<file path="src/rtl/trap_ctrl_if.sv">
// Redirect handshake between the trap sequencer (master) and the fetch unit (slave).
interface trap_ctrl_if #(
  parameter int XLEN = 64
);
  logic            valid;
  logic [XLEN-1:0] pc;
  logic            ready;

  modport master (output valid, output pc, input ready);
  modport slave  (input valid, input pc, output ready);
endinterface

</file>
<file path="src/rtl/trap_ctrl.sv">
// Machine-mode trap sequencer. Watches retirement for ecall/ebreak/illegal/mret
// and a level timer interrupt, writes mepc/mcause to the CSR file for one cycle,
// then hands the trap vector or return address to fetch over valid/ready.
module trap_ctrl #(
  parameter int XLEN        = 64,
  parameter int ECALL_CAUSE = 11,
  parameter int TIMER_CAUSE = 7
) (
  input  logic            clk,
  input  logic            rst,
  input  logic            retire_valid,
  input  logic [XLEN-1:0] retire_pc,
  input  logic            is_ecall,
  input  logic            is_ebreak,
  input  logic            is_illegal,
  input  logic            is_mret,
  input  logic            timer_irq,
  input  logic            mie,
  input  logic [XLEN-1:0] mtvec_val,
  input  logic [XLEN-1:0] mepc_val,
  output logic            excep_wen,
  output logic [XLEN-1:0] mepc_overri,
  output logic [XLEN-1:0] mcause_overri,
  output logic            flush,
  output logic            busy,
  trap_ctrl_if.master     redir
);

  localparam logic [1:0] S_IDLE   = 2'd0;
  localparam logic [1:0] S_SAVE   = 2'd1;
  localparam logic [1:0] S_VECTOR = 2'd2;
  localparam logic [1:0] S_RETURN = 2'd3;

  // Interrupt bit in the MSB, timer code in the low bits.
  localparam logic [XLEN-1:0] IRQ_CAUSE  = (XLEN'(1) << (XLEN - 1)) | XLEN'(TIMER_CAUSE);
  // Vectored-mode slot offset for the timer interrupt.
  localparam logic [XLEN-1:0] VEC_OFFSET = XLEN'(4 * TIMER_CAUSE);

  logic [1:0]      state;
  logic [1:0]      state_nxt;
  logic            irq_pend;
  logic            ret_first;
  logic [XLEN-1:0] last_pc;
  logic [XLEN-1:0] cause_q;
  logic [XLEN-1:0] mepc_q;
  logic [XLEN-1:0] redir_pc_q;

  logic            idle;
  logic            accept;
  logic            exc_hit;
  logic            take_exc;
  logic            take_mret;
  logic            take_irq;
  logic            take_trap;
  logic [XLEN-1:0] exc_cause;
  logic [XLEN-1:0] irq_mepc;
  logic [XLEN-1:0] trap_cause;
  logic [XLEN-1:0] trap_mepc;
  logic [XLEN-1:0] vec_base;
  logic [XLEN-1:0] vec_target;

  // Events are only looked at while idle; retirement is ignored while busy.
  assign idle      = (state == S_IDLE);
  assign accept    = idle & retire_valid;
  assign exc_hit   = is_illegal | is_ebreak | is_ecall;
  assign take_exc  = accept & exc_hit;
  // An mret that also carries an exception flag is handled as the exception.
  assign take_mret = accept & ~exc_hit & is_mret;
  // The interrupt only wins when nothing synchronous is taken this cycle.
  assign take_irq  = idle & irq_pend & mie & ~take_exc & ~take_mret;
  assign take_trap = take_exc | take_irq;

  // Synchronous cause, priority illegal > ebreak > ecall.
  always_comb begin
    // NOTE: every always_comb output gets a default first so no path leaves it unassigned (no latch).
    exc_cause = XLEN'(ECALL_CAUSE);
    if (is_illegal)     exc_cause = XLEN'(2);
    else if (is_ebreak) exc_cause = XLEN'(3);
  end

  // The retiring instruction completes first, so the interrupt returns past it.
  // The add wraps modulo 2^XLEN.
  assign irq_mepc   = (retire_valid ? retire_pc : last_pc) + XLEN'(4);
  assign trap_cause = take_exc ? exc_cause : IRQ_CAUSE;
  assign trap_mepc  = take_exc ? retire_pc : irq_mepc;

  // Vectored mode only offsets interrupts; exceptions always go to the base.
  assign vec_base   = {mtvec_val[XLEN-1:2], 2'b00};
  assign vec_target = ((mtvec_val[1:0] == 2'b01) && cause_q[XLEN-1])
                      ? vec_base + VEC_OFFSET : vec_base;

  // Next-state sequencing.
  always_comb begin
    state_nxt = state;
    case (state)
      S_IDLE: begin
        if (take_trap)      state_nxt = S_SAVE;
        else if (take_mret) state_nxt = S_RETURN;
      end
      S_SAVE:   state_nxt = S_VECTOR;
      S_VECTOR: if (redir.ready) state_nxt = S_IDLE;
      S_RETURN: if (redir.ready) state_nxt = S_IDLE;
      default:  state_nxt = S_IDLE;
    endcase
  end

  // State register.
  always_ff @(posedge clk or negedge rst) begin
    // NOTE: sequential state uses non-blocking (<=) so every flop samples pre-edge values.
    if (!rst) state <= S_IDLE;
    else      state <= state_nxt;
  end

  // Level-sensitive pending flag: follows timer_irq, dropped when the interrupt is taken.
  always_ff @(posedge clk or negedge rst) begin
    if (!rst) irq_pend <= 1'b0;
    else      irq_pend <= timer_irq & ~take_irq;
  end

  // Most recent accepted retirement PC, used when an interrupt arrives with no retirement.
  always_ff @(posedge clk or negedge rst) begin
    if (!rst)        last_pc <= '0;
    else if (accept) last_pc <= retire_pc;
  end

  // Cause and return address latched on trap entry, presented during SAVE.
  always_ff @(posedge clk or negedge rst) begin
    if (!rst) begin
      cause_q <= '0;
      mepc_q  <= '0;
    end else if (take_trap) begin
      cause_q <= trap_cause;
      mepc_q  <= trap_mepc;
    end
  end

  // Redirect target captured on entry to VECTOR or RETURN so it holds while fetch stalls.
  always_ff @(posedge clk or negedge rst) begin
    if (!rst)                 redir_pc_q <= '0;
    else if (state == S_SAVE) redir_pc_q <= vec_target;
    else if (take_mret)       redir_pc_q <= mepc_val;
  end

  // Marks the first RETURN cycle, the only one that flushes.
  always_ff @(posedge clk or negedge rst) begin
    if (!rst) ret_first <= 1'b0;
    else      ret_first <= take_mret;
  end

  // Outputs decode straight from registers, so reset clears them immediately.
  assign excep_wen     = (state == S_SAVE);
  assign mepc_overri   = mepc_q;
  assign mcause_overri = cause_q;
  assign flush         = (state == S_SAVE) | ((state == S_RETURN) & ret_first);
  assign busy          = ~idle;
  assign redir.valid   = (state == S_VECTOR) | (state == S_RETURN);
  assign redir.pc      = redir_pc_q;

endmodule

</file>
<file path="src/flat_wrapper.sv">
// flat-port wrapper written by rule: the top's interface ports become plain ports
module trap_ctrl_flat 
#(
  parameter int XLEN        = 64,
  parameter int ECALL_CAUSE = 11,
  parameter int TIMER_CAUSE = 7
)
  (clk, rst, retire_valid, retire_pc, is_ecall, is_ebreak, is_illegal, is_mret, timer_irq, mie, mtvec_val, mepc_val, excep_wen, mepc_overri, mcause_overri, flush, busy, redir_valid, redir_pc, redir_ready);
  trap_ctrl_if #(.XLEN(XLEN)) redir_i ();
  input  logic clk;
  input  logic rst;
  input  logic retire_valid;
  input  logic [XLEN-1:0] retire_pc;
  input  logic is_ecall;
  input  logic is_ebreak;
  input  logic is_illegal;
  input  logic is_mret;
  input  logic timer_irq;
  input  logic mie;
  input  logic [XLEN-1:0] mtvec_val;
  input  logic [XLEN-1:0] mepc_val;
  output logic excep_wen;
  output logic [XLEN-1:0] mepc_overri;
  output logic [XLEN-1:0] mcause_overri;
  output logic flush;
  output logic busy;
  output wire logic [$bits(redir_i.valid)-1:0] redir_valid;
  output wire logic [$bits(redir_i.pc)-1:0] redir_pc;
  input wire logic [$bits(redir_i.ready)-1:0] redir_ready;
  assign redir_valid = redir_i.valid;
  assign redir_pc = redir_i.pc;
  assign redir_i.ready = redir_ready;
  trap_ctrl #(.XLEN(XLEN), .ECALL_CAUSE(ECALL_CAUSE), .TIMER_CAUSE(TIMER_CAUSE)) u_core (.clk(clk), .rst(rst), .retire_valid(retire_valid), .retire_pc(retire_pc), .is_ecall(is_ecall), .is_ebreak(is_ebreak), .is_illegal(is_illegal), .is_mret(is_mret), .timer_irq(timer_irq), .mie(mie), .mtvec_val(mtvec_val), .mepc_val(mepc_val), .excep_wen(excep_wen), .mepc_overri(mepc_overri), .mcause_overri(mcause_overri), .flush(flush), .busy(busy), .redir(redir_i));
endmodule
</file>
<file path="config.mk">
export PLATFORM = sky130hd
export DESIGN_NAME = trap_ctrl_flat
export DESIGN_NICKNAME = d
export VERILOG_FILES = /design/src/rtl/trap_ctrl_if.sv /design/src/rtl/trap_ctrl.sv /design/src/flat_wrapper.sv
export SDC_FILE = /design/constraint.sdc
export NUM_CORES = 1
export LEC_CHECK = 0
export BUFFER_PORTS_ARGS = -buffer_cell sky130_fd_sc_hd__buf_2
export CAP_MARGIN = 20
export CORE_ASPECT_RATIO = 2
export CORE_MARGIN = 2
export CORE_UTILIZATION = 35
export DETAILED_ROUTE_END_ITERATION = 7
export PLACE_DENSITY = 0.59
export SYNTH_ARGS = -nofsm -noshare
export SYNTH_HDL_FRONTEND = slang
export SYNTH_SLANG_ARGS = --single-unit
</file>
<file path="constraint.sdc">
create_clock -name clk -period 3.3 [get_ports clk]
set_input_delay 0.33 -clock clk [delete_from_list [all_inputs] [get_ports clk]]
set_output_delay 0.33 -clock clk [all_outputs]
set_load 0.01 [all_outputs]
</file>
==> flow_summary_export.csv <==
group,metric,value,unit
synthesis,synthAdderAreaFrac,0.197,%
power_and_ir_drop,vdd_drop_max,379,uV
cts,clockBufferDepth,2,
global_route,grt-ovfl-total,0,
floorplanning,die_w,139,um
synthesis,async_flop_share,100,%
cts,path_clk_slew,0.08,ns
synthesis,synthXorXnorAreaFrac,7.45,%
floorplanning,placementRows,98,
sta,rsz0062_at_grt,"false",
critical_path,crit_path_cell_trace,"buf_4 > buf_12 > nand3_1 > a222oi_1 > buf_4 > nand3_1 > buf_4 > nor4_1 > xor2_1 > o211ai_1",
detailed_routing,drc_errors,0,
critical_path,crit_top_cell,"buf_4",
critical_path,critPathMaxStageDelay,0.72,ns
sta,finalHoldViolCount,0,
global_route,antenna_found_initial,2,
synthesis,synth-simple-area-share,20.0,%
synthesis,synth_edf_count,0,
placed_design,portBuffers,338,
synthesis,synth_most_common_cell,"dfrtp_1",
critical_path,critical_path.slowest_cell,"nor4_1",
run_status,status,"finished clean",
synthesis,synth_top_area_cell,"dfrtp_1",
synthesis,ys_warn_count,0,
placed_design,dp_slack,-0.114,ns
synthesis,synth_top_family_by_area,"simple AND/OR/NAND/NOR gates",
sta,period_minus_slack,2.96,ns
critical_path,critical_path.startpoint_type,"input port",
cts,cts_tree,"built",
global_route,grt_use_total,23.1,%
synthesis,synth_top_area_share,39.4,%
cts,clk-insertion-delay-late,0.47,ns
global_route,grt_pass1_wl,68200,um
detailed_routing,routed_via_density,5.44,
placed_design,gp_congestion,0.915,
synthesis,synth.top_cells.by_count,"200 x dfrtp_1, 179 x nand2_1, 120 x mux2_2, 95 x nand3_1, 78 x o21ai_0",
critical_path,cp.required,3.63,ns
detailed_routing,antenna_left,0,
detailed_routing,first_pass_iters,6,
synthesis,synthFlopType,"dfrtp_1",
critical_path,endpoint_kind,"flip-flop",
synthesis,avgSynthCellArea,9.33,um^2
synthesis,synth.area.mux_share,14.7,%
hold_path,min_path_type,"input port to flip-flop",
global_route,grt_max_degree,95,
cells_and_area,syn2layout_area_growth,21.9,%
synthesis,synth.top_cells.by_area,"dfrtp_1 39%, mux2_2 11%, nand2_1 5.3%, mux2i_1 4.0%, xnor2_1 3.9%",
detailed_routing,post_drt_wl_per_cell,21.0,um
cts,cts.htree.levels,4,
sta,relSlewSlack,44.0,%
floorplanning,boundaryPins,398,
power_and_ir_drop,p_leak,6.94,nW
cells_and_area,num-nets-final,1883,
cts,cts_root_buf,"clkbuf_16",
hold_path,hp-start,"redir_ready",
synthesis,yosys.cell_types.count,63,
sta,worst_slack,0.341,ns
power_and_ir_drop,pwr_density_cell,751,nW/um^2
cells_and_area,final_util,43.2,%
detailed_routing,drtIter0Drc,577,
critical_path,cpLargestDelayFamily,"buffers and inverters",
sta,finClkSkew,0.0159,ns
critical_path,r2r-start,"u_core.last_pc[25]",
sta,period_share,89.7,%
floorplanning,die-area,37900,um^2
critical_path,cp-startpoint,"retire_valid",
detailed_routing,routed_wl,45100,um
synthesis,synth_compound_area_share,11.4,%
floorplanning,dieHeight,273,um
critical_path,path_buf_inv,4,
critical_path,critPathKind,"input port to flip-flop",
synthesis,syn_inst,1361,
floorplanning,core_area,35800,um^2
cts,clock-sinks,200,
synthesis,ys_seq_area_share,39.4,%
detailed_routing,routed-via-count,11700,
floorplanning,initial_utilization,35.5,%
cells_and_area,nFillCells,3575,
synthesis,synth_area,12700,um^2
critical_path,cp_max_fo,36,
cells_and_area,layout-drive-gt1-share,32.6,%
sta,worst_pin_slew,0.833,ns
sta,final-setup-viol-count,0,
critical_path,worst_ep_arrival_time,3.29,ns
sta,max_freq,0.338,GHz
job,drv_cap,0,
sta,slew_viol_final,0,
global_route,grt_pass1_vias,12000,
cts,cts_resized,0,
cts,cts_buffers,17,
placed_design,post-dp-hpwl,34700,um
synthesis,ys_ff_latch,200,
[logic make-up (layout without fill, tap and decap cells)]
| group | after synthesis | after routing |
|---|---|---|
| buffers and inverters | 161 | 434 |
| other | 1 | 63 |
| and+or+nand+nor | 501 | 501 |
| xor gates and xnor gates | 108 | 108 |
| adders and majority gates | 2 | 2 |
| DFF | 200 | 200 |
| AOI/OAI and AO/OA | 217 | 217 |
| muxes | 171 | 171 |
[worst paths after layout]
kind / endpoint / slack [ns] / cells after the start
min reg2reg: u_core.mepc_overri[0] / 0.49 / 2
max: u_core.mepc_overri[52] / 0.34 / 10
max in group asynchronous: u_core.redir.pc[22] / 1.94 / 3
min: u_core.state[0] / 0.09 / 2
min in group asynchronous: u_core.last_pc[53] / 0.45 / 2
max reg2reg: u_core.mepc_overri[52] / 0.47 / 8
[state kept, by name, summed over array words and instances (netlist names)]
signal                flops
u_core.state              2
u_core.redir.pc          64
u_core.last_pc           64
u_core.mepc_overri       64
u_core.ret_first          1
u_core.irq_pend           1
u_core.mcause_overri      4
[through the flow]
| step | hold WS (ns) | cell area (um^2) | power, mW | setup TNS (ns) | cells |
|---|---|---|---|---|---|
| final | 0.0949 | 15500 | 11.6 | 0 | 2146 |
| after detailed placement | 0.395 | 14800 | 9.42 | -0.114 | 2109 |
| after CTS | 0.0674 | 15500 | 11.7 | 0 | 2142 |
| after floorplan | 0.0344 | 12900 | 7.42 | 0 | 1419 |
| after global placement | 0.387 | 14800 | 9.32 | -0.107 | 2109 |
| after global routing | 0.0898 | 15500 | 12.4 | 0 | 2144 |
[layout by cell type, fill, tap and decap left out, types with 5 or more instances in the layout]
cell type / Yosys / layout
a221oi_1: 6 / 6
mux2_2: 120 / 120
buf_2: 12 / 336
nand2_1: 179 / 179
a221o_1: 6 / 6
xnor2_1: 56 / 56
clkbuf_16: 0 / 17
nor3_1: 37 / 37
inv_1: 21 / 21
nand3b_1: 22 / 22
nand3_1: 95 / 94
mux2i_1: 51 / 51
nand4_1: 35 / 35
buf_12: 0 / 8
o21ai_0: 78 / 78
nand4b_1: 10 / 10
a22oi_1: 30 / 30
xor2_1: 52 / 52
and3_1: 19 / 19
dfrtp_1: 200 / 200
nor2_1: 40 / 39
a31oi_1: 12 / 12
a222oi_1: 5 / 5
conb_1: 1 / 59
nand2b_1: 6 / 5
buf_4: 63 / 35
o211ai_1: 26 / 26
o31ai_1: 5 / 5
nor4_1: 20 / 20
a21oi_1: 19 / 19
and4_1: 7 / 7
or3_1: 6 / 6
[where the power goes]
group / switching, mW / total, mW / internal (mW)
clock: 1.12 / 2.27 / 1.15
sequential: 0.865 / 4.51 / 3.65
combinational: 2.64 / 4.85 / 2.21
[per-layer routing]
layer | track usage [%] | routed length, um | vias up
met1 | 22.5 | 15100 | 5656
li1 | - | - | 5449
met4 | 13.4 | 2520 | 0
met5 | 0 | 0 | -
met2 | 45.3 | 25100 | 470
met3 | 3.97 | 2340 | 107
[cell type report]
class	count	area (um^2)	share of cell area, %
Antenna cell	4	10.0	0.0647
Clock buffer	17	425	2.75
Clock inverter	15	193	1.24
Inverter	21	78.8	0.509
Multi-Input combinational cell	1058	7080	45.7
Sequential cell	200	5000	32.3
Tap cell	450	563	3.64
Timing Repair Buffer	381	2130	13.7
[repair_timing]
| item | in CTS | in global routing |
|---|---|---|
| buffers inserted | 0 | 0 |
| hold buffers | 1 | 0 |
| hold endpoints to repair | 67 | 0 |
Power figures use the tool's default switching activity.
